## src/rtl/vehicle_detect_cond.sv

```systemverilog
// Vehicle-detect conditioning: per-lane sync, debounce, request latch, wait counter and starvation flag.
// Two independent lanes (NS, EW); detect is registered, wait saturates at 255, starved lags wait by one cycle.
module vehicle_detect_lane #(
  parameter int DEBOUNCE_CYCLES = 4,
  parameter int WAIT_MAX        = 200
) (
  input  logic       clk,
  input  logic       rst,
  input  logic       sensor,
  input  logic       green,
  output logic       detect,
  output logic [7:0] wait_cnt,
  output logic       starved
);
  localparam logic [3:0] DB_LAST  = 4'(DEBOUNCE_CYCLES - 1);
  localparam logic [7:0] WAIT_THR = 8'(WAIT_MAX);

  logic       sync1, sync2;
  logic       deb, deb_d;
  logic [3:0] db_cnt;
  logic       req_latch;
  logic       latch_nxt;

  // Green clears the latch in the same cycle a rise would set it: the vehicle is being served.
  always_comb begin
    latch_nxt = req_latch;
    if (green)
      latch_nxt = 1'b0;
    else if (deb && !deb_d)
      latch_nxt = 1'b1;
  end

  always_ff @(posedge clk or posedge rst) begin
    if (rst) begin
      sync1     <= 1'b0;
      sync2     <= 1'b0;
      deb       <= 1'b0;
      deb_d     <= 1'b0;
      db_cnt    <= 4'd0;
      req_latch <= 1'b0;
      detect    <= 1'b0;
      wait_cnt  <= 8'd0;
      starved   <= 1'b0;
    end else begin
      sync1 <= sensor;
      sync2 <= sync1;
      deb_d <= deb;
      if (sync2 == deb) begin
        db_cnt <= 4'd0;
      end else if (db_cnt == DB_LAST) begin
        deb    <= sync2;
        db_cnt <= 4'd0;
      end else begin
        db_cnt <= db_cnt + 4'd1;
      end
      req_latch <= latch_nxt;
      // Using the post-clear latch keeps detect from lingering a cycle past green.
      detect    <= latch_nxt | deb;
      if (green)
        wait_cnt <= 8'd0;
      else if (detect && wait_cnt != 8'hFF)
        wait_cnt <= wait_cnt + 8'd1;
      starved <= (wait_cnt >= WAIT_THR);
    end
  end
endmodule

module vehicle_detect_cond #(
  parameter int DEBOUNCE_CYCLES = 4,
  parameter int WAIT_MAX        = 200
) (
  input  logic       i_clk,
  input  logic       i_rst,
  input  logic       i_NS_sensor,
  input  logic       i_EW_sensor,
  input  logic       i_NS_green,
  input  logic       i_EW_green,
  output logic       o_NS_vehicle_detect,
  output logic       o_EW_vehicle_detect,
  output logic [7:0] o_NS_wait,
  output logic [7:0] o_EW_wait,
  output logic       o_NS_starved,
  output logic       o_EW_starved
);
  vehicle_detect_lane #(.DEBOUNCE_CYCLES(DEBOUNCE_CYCLES), .WAIT_MAX(WAIT_MAX)) u_ns (
    .clk      (i_clk),
    .rst      (i_rst),
    .sensor   (i_NS_sensor),
    .green    (i_NS_green),
    .detect   (o_NS_vehicle_detect),
    .wait_cnt (o_NS_wait),
    .starved  (o_NS_starved)
  );

  vehicle_detect_lane #(.DEBOUNCE_CYCLES(DEBOUNCE_CYCLES), .WAIT_MAX(WAIT_MAX)) u_ew (
    .clk      (i_clk),
    .rst      (i_rst),
    .sensor   (i_EW_sensor),
    .green    (i_EW_green),
    .detect   (o_EW_vehicle_detect),
    .wait_cnt (o_EW_wait),
    .starved  (o_EW_starved)
  );
endmodule

```

## config.mk

```make
export PLATFORM = sky130hd
export DESIGN_NAME = vehicle_detect_cond
export DESIGN_NICKNAME = d
export VERILOG_FILES = /design/src/rtl/vehicle_detect_cond.sv
export SDC_FILE = /design/constraint.sdc
export NUM_CORES = 1
export LEC_CHECK = 0
export ABC_AREA = 1
export CORE_MARGIN = 2
export CORE_UTILIZATION = 45
export DETAILED_ROUTE_END_ITERATION = 10
export MAX_ROUTING_LAYER = met4
export PLACE_DENSITY_LB_ADDON = 0.12
export RECOVER_POWER = 25
export SLEW_MARGIN = 10
export SYNTH_ARGS = -nofsm -noshare
export SYNTH_HDL_FRONTEND = slang
export SYNTH_SLANG_ARGS = --single-unit
```

## constraint.sdc

```tcl
create_clock -name i_clk -period 1.46 [get_ports i_clk]
set_input_delay 0.292 -clock i_clk [delete_from_list [all_inputs] [get_ports i_clk]]
set_output_delay 0.292 -clock i_clk [all_outputs]
set_load 0.02 [all_outputs]
```

==> results by group <==
Status
  • Status: finished clean

Layout
  • Diodes inserted: 0
  • Final #Nets: 270
  • Filler cells: 360
  • Layout cells sized above 1: approximately 18%
  • Layout Cells excl Fill: 309
  • Synthesis-to-finish area growth: 30.26%

Clock tree
  • Worst-path clk slew: 0.07 ns
  • CTS buffer count: 5
  • Clock Latency Late Sink: 0.28 ns
  • Clock Tree Buf Depth: 2
  • CTS root buf: clkbuf_8
  • H-tree depth: 2
  • CTS sink count: 38
  • CTS tree: built

Die
  • Die X: between 60 and 70 um
  • Num ports: 26
  • Initial Util: 45.83%
  • Row Count: 23
  • Die area: 4538 um^2
  • Core Footprint: about 4000 um^2
  • Die Ht: 67.37 um

Global route
  • GR Overflow Total: 0
  • Antenna violations before repair: 0
  • Vias in the first global route: between 1,000 and 1,500
  • Global-route wire length before repair: 5671 um
  • Largest net degree at the start of global routing: 39
  • Gr usage total: 17.25%

Timing
  • RSZ-0062 raised after global routing: false
  • Relative slew slack: 38.28%
  • Setup Skew: 0.005932 ns
  • Slew @ Worst Pin: 0.9258 ns
  • Final setup fails: 0
  • Min Clock Period, post-route: 1.403 ns
  • Max-slew violation count: 0
  • Final Hold Vio Count: 0
  • Final Cycle Share: 96.11%
  • Max Fclk: 712.7 MHz
  • Final TNS setup: 0 ns

Power and ir drop
  • Power share of the sequential group: between 40% and 50%
  • Clock Power Share: roughly 22%
  • Combinational power share: 33.4%
  • Maximum VDD drop: between 0.0006 and 0.0007 V
  • Sw Pwr: 1.129 mW
  • P_leak: 1.261 nW
  • Pwr dens: 1402 nW/um^2
  • Total Power: ~3.3 mW
  • Cell internal pwr: around 2.2 mW
  • Sw Ratio: 34.22%

Logic synthesis
  • Syn nets: 218
  • Yosys top cell area share: 52.63%
  • Synth area leader: dfrtp_1
  • Synth warn: 0
  • Syn Area/Cell: 8.771 um^2
  • Post-Syn Area: ~1800 um^2
  • Cell count after synthesis: about 200
  • Distinct cell type count after synthesis: 25
  • Flops & latches, synth: 38
  • Seq/Total Area, Yosys: 52.63%
  • Largest cells by area after synthesis: dfrtp_1, nand2_1, nor2_1

Critical path
  • Crit Reg-Reg Startpoint: u_ew.wait_cnt[0]
  • Worst EP arrival: 1.11 ns
  • R2R Setup Slk: 0.14 ns
  • Worst r2r path cells: 9
  • Worst Setup Start Kind: flop
  • WS Path Type: flop to primary output
  • Critical Path RT: 1.17 ns
  • Nature of the critical path endpoint: primary output
  • Worst r2r dst: u_ew.wait_cnt[3]
  • CP max FO: 2

Min path
  • Hold path start: u_ew.sync1
  • WHS Path Cells: 0
  • Hold Path End: u_ew.sync2
  • HP Class: flop to flop

Placed design
  • GP Congestion: 0.8432
  • Placed cell count: around 300
  • Number of I/O port buffers: 25
  • Final HPWL from detailed placement: 2433 um

Run
  • Max-cap viol count: 0

Detailed routing
  • DR vias/cell: 4.693
  • ANT nets after route: 0
  • Vias: 1,450
  • Drt wl/cell: 10.64 um
  • Drt pass-1 iters: 4
  • Final wirelength: 3289 um
  • DRC: 0
  • Initial drt markers: 75
==> timing repair <==
item / CTS / global route
hold buffers: 0 / 0
resized for setup: 20 / 2
buffers inserted: 0 / 4
setup endpoints to repair: 20 / 11
endpoints found under the hold margin: 0 / 0
==> how the worst max path moves through the flow <==
stage	from	endpoint	depth (start not counted)
floorplan	u_ew.wait_cnt[0]	u_ew.wait_cnt[1]	9
global placement	i_NS_green	u_ns.wait_cnt[0]	5
detailed placement	i_NS_green	u_ns.wait_cnt[0]	5
CTS	u_ew.wait_cnt[0]	u_ew.wait_cnt[3]	9
global route	u_ew.wait_cnt[1]	o_EW_wait[1]	2
finish	u_ew.wait_cnt[1]	o_EW_wait[1]	2
==> power by group through the flow <==
stage / registers, mW / clock network, mW / logic [mW]
final: 1.46 / 0.737 / 1.10
after global routing: 1.50 / 0.814 / 1.24
after CTS: 1.47 / 0.762 / 1.05
after detailed placement: 1.49 / 0 / 1.11
after global placement: 1.49 / 0 / 1.10
after floorplan: 1.61 / 0 / 0.522
==> cells in the mapped netlist, drive strengths merged <==
master,number
mux2,2
nand3,20
nor3,1
nand2,54
o21bai,2
nand4,2
a21o,1
nor2,33
dfrtp,38
o21ai,3
or2,2
ha,6
xnor2,4
a21oi,8
clkinv,2
xor2,4
inv,24
==> logic make-up (layout without fill, tap and decap cells) <==
| kind of cell | count (synthesis) | in the layout | synth area share [%] |
|---|---|---|---|
| DFF | 38 | 38 | 52.63 |
| and+or+nand+nor | 112 | 112 | 27.91 |
| xor gates and xnor gates | 8 | 8 | 3.878 |
| AOI/OAI and AO/OA | 14 | 14 | 4.709 |
| buffers and inverters | 26 | 79 | 5.470 |
| adders and majority gates | 6 | 6 | 4.155 |
| muxes | 2 | 2 | 1.246 |
==> layout by cell type, fill, tap and decap left out, types with 3 or more instances in the layout <==
cell type,netlist,final
xnor2_1,4,4
inv_1,23,22
buf_4,0,18
nand2_2,3,3
a21oi_1,8,7
clkbuf_8,0,6
ha_1,6,6
nand3_1,18,18
dfrtp_1,38,38
clkdlybuf4s50_1,0,3
xor2_1,4,4
dlygate4sd2_1,0,20
nor2_1,32,32
nand2_1,49,49
==> flip-flops by register name, indices dropped and copies added (netlist names), 4 cells and up <==
register and count:
u_ew.wait_cnt 8, u_ns.db_cnt 4, u_ew.db_cnt 4, u_ns.wait_cnt 8
==> layout make-up <==
type                       count  area [um^2]  area share [%]
clock inverter                 2        12.51          0.5316
tap                           50        62.56           2.658
clock buffer                   6        82.58           3.509
timing repair buffer          45        385.4           16.37
multi-input combinational    142        760.7           32.32
inverter                      26        98.84           4.200
sequential                    38        950.9           40.40
==> worst max-delay path, stage by stage (launching register included) <==
cell and delay (ns):
dfrtp_1 0.39, buf_4 0.14, dlygate4sd2_1 0.31
==> metal layers <==
metal  routed length, um  GRT usage [%]
met3                 135          4.000
met4                  46          6.888
met1                1562          22.58
met5                   0              -
met2                1545          25.99
==> stage by stage <==
step / util (%) / area [um^2] / hold slack [ns] / worst slack, ns
floorplan: - / 1807 / 0.3234 / 0.08978
global placement: 57.44 / 2265 / 0.3352 / 0.07339
detailed placement: 57.44 / 2265 / 0.3418 / 0.07493
CTS: 59.22 / 2335 / 0.3558 / 0.08872
global route: 59.70 / 2354 / 0.3614 / 0.008928
finish: 59.70 / 2354 / 0.3553 / 0.05682
Power figures use the tool's default switching activity.
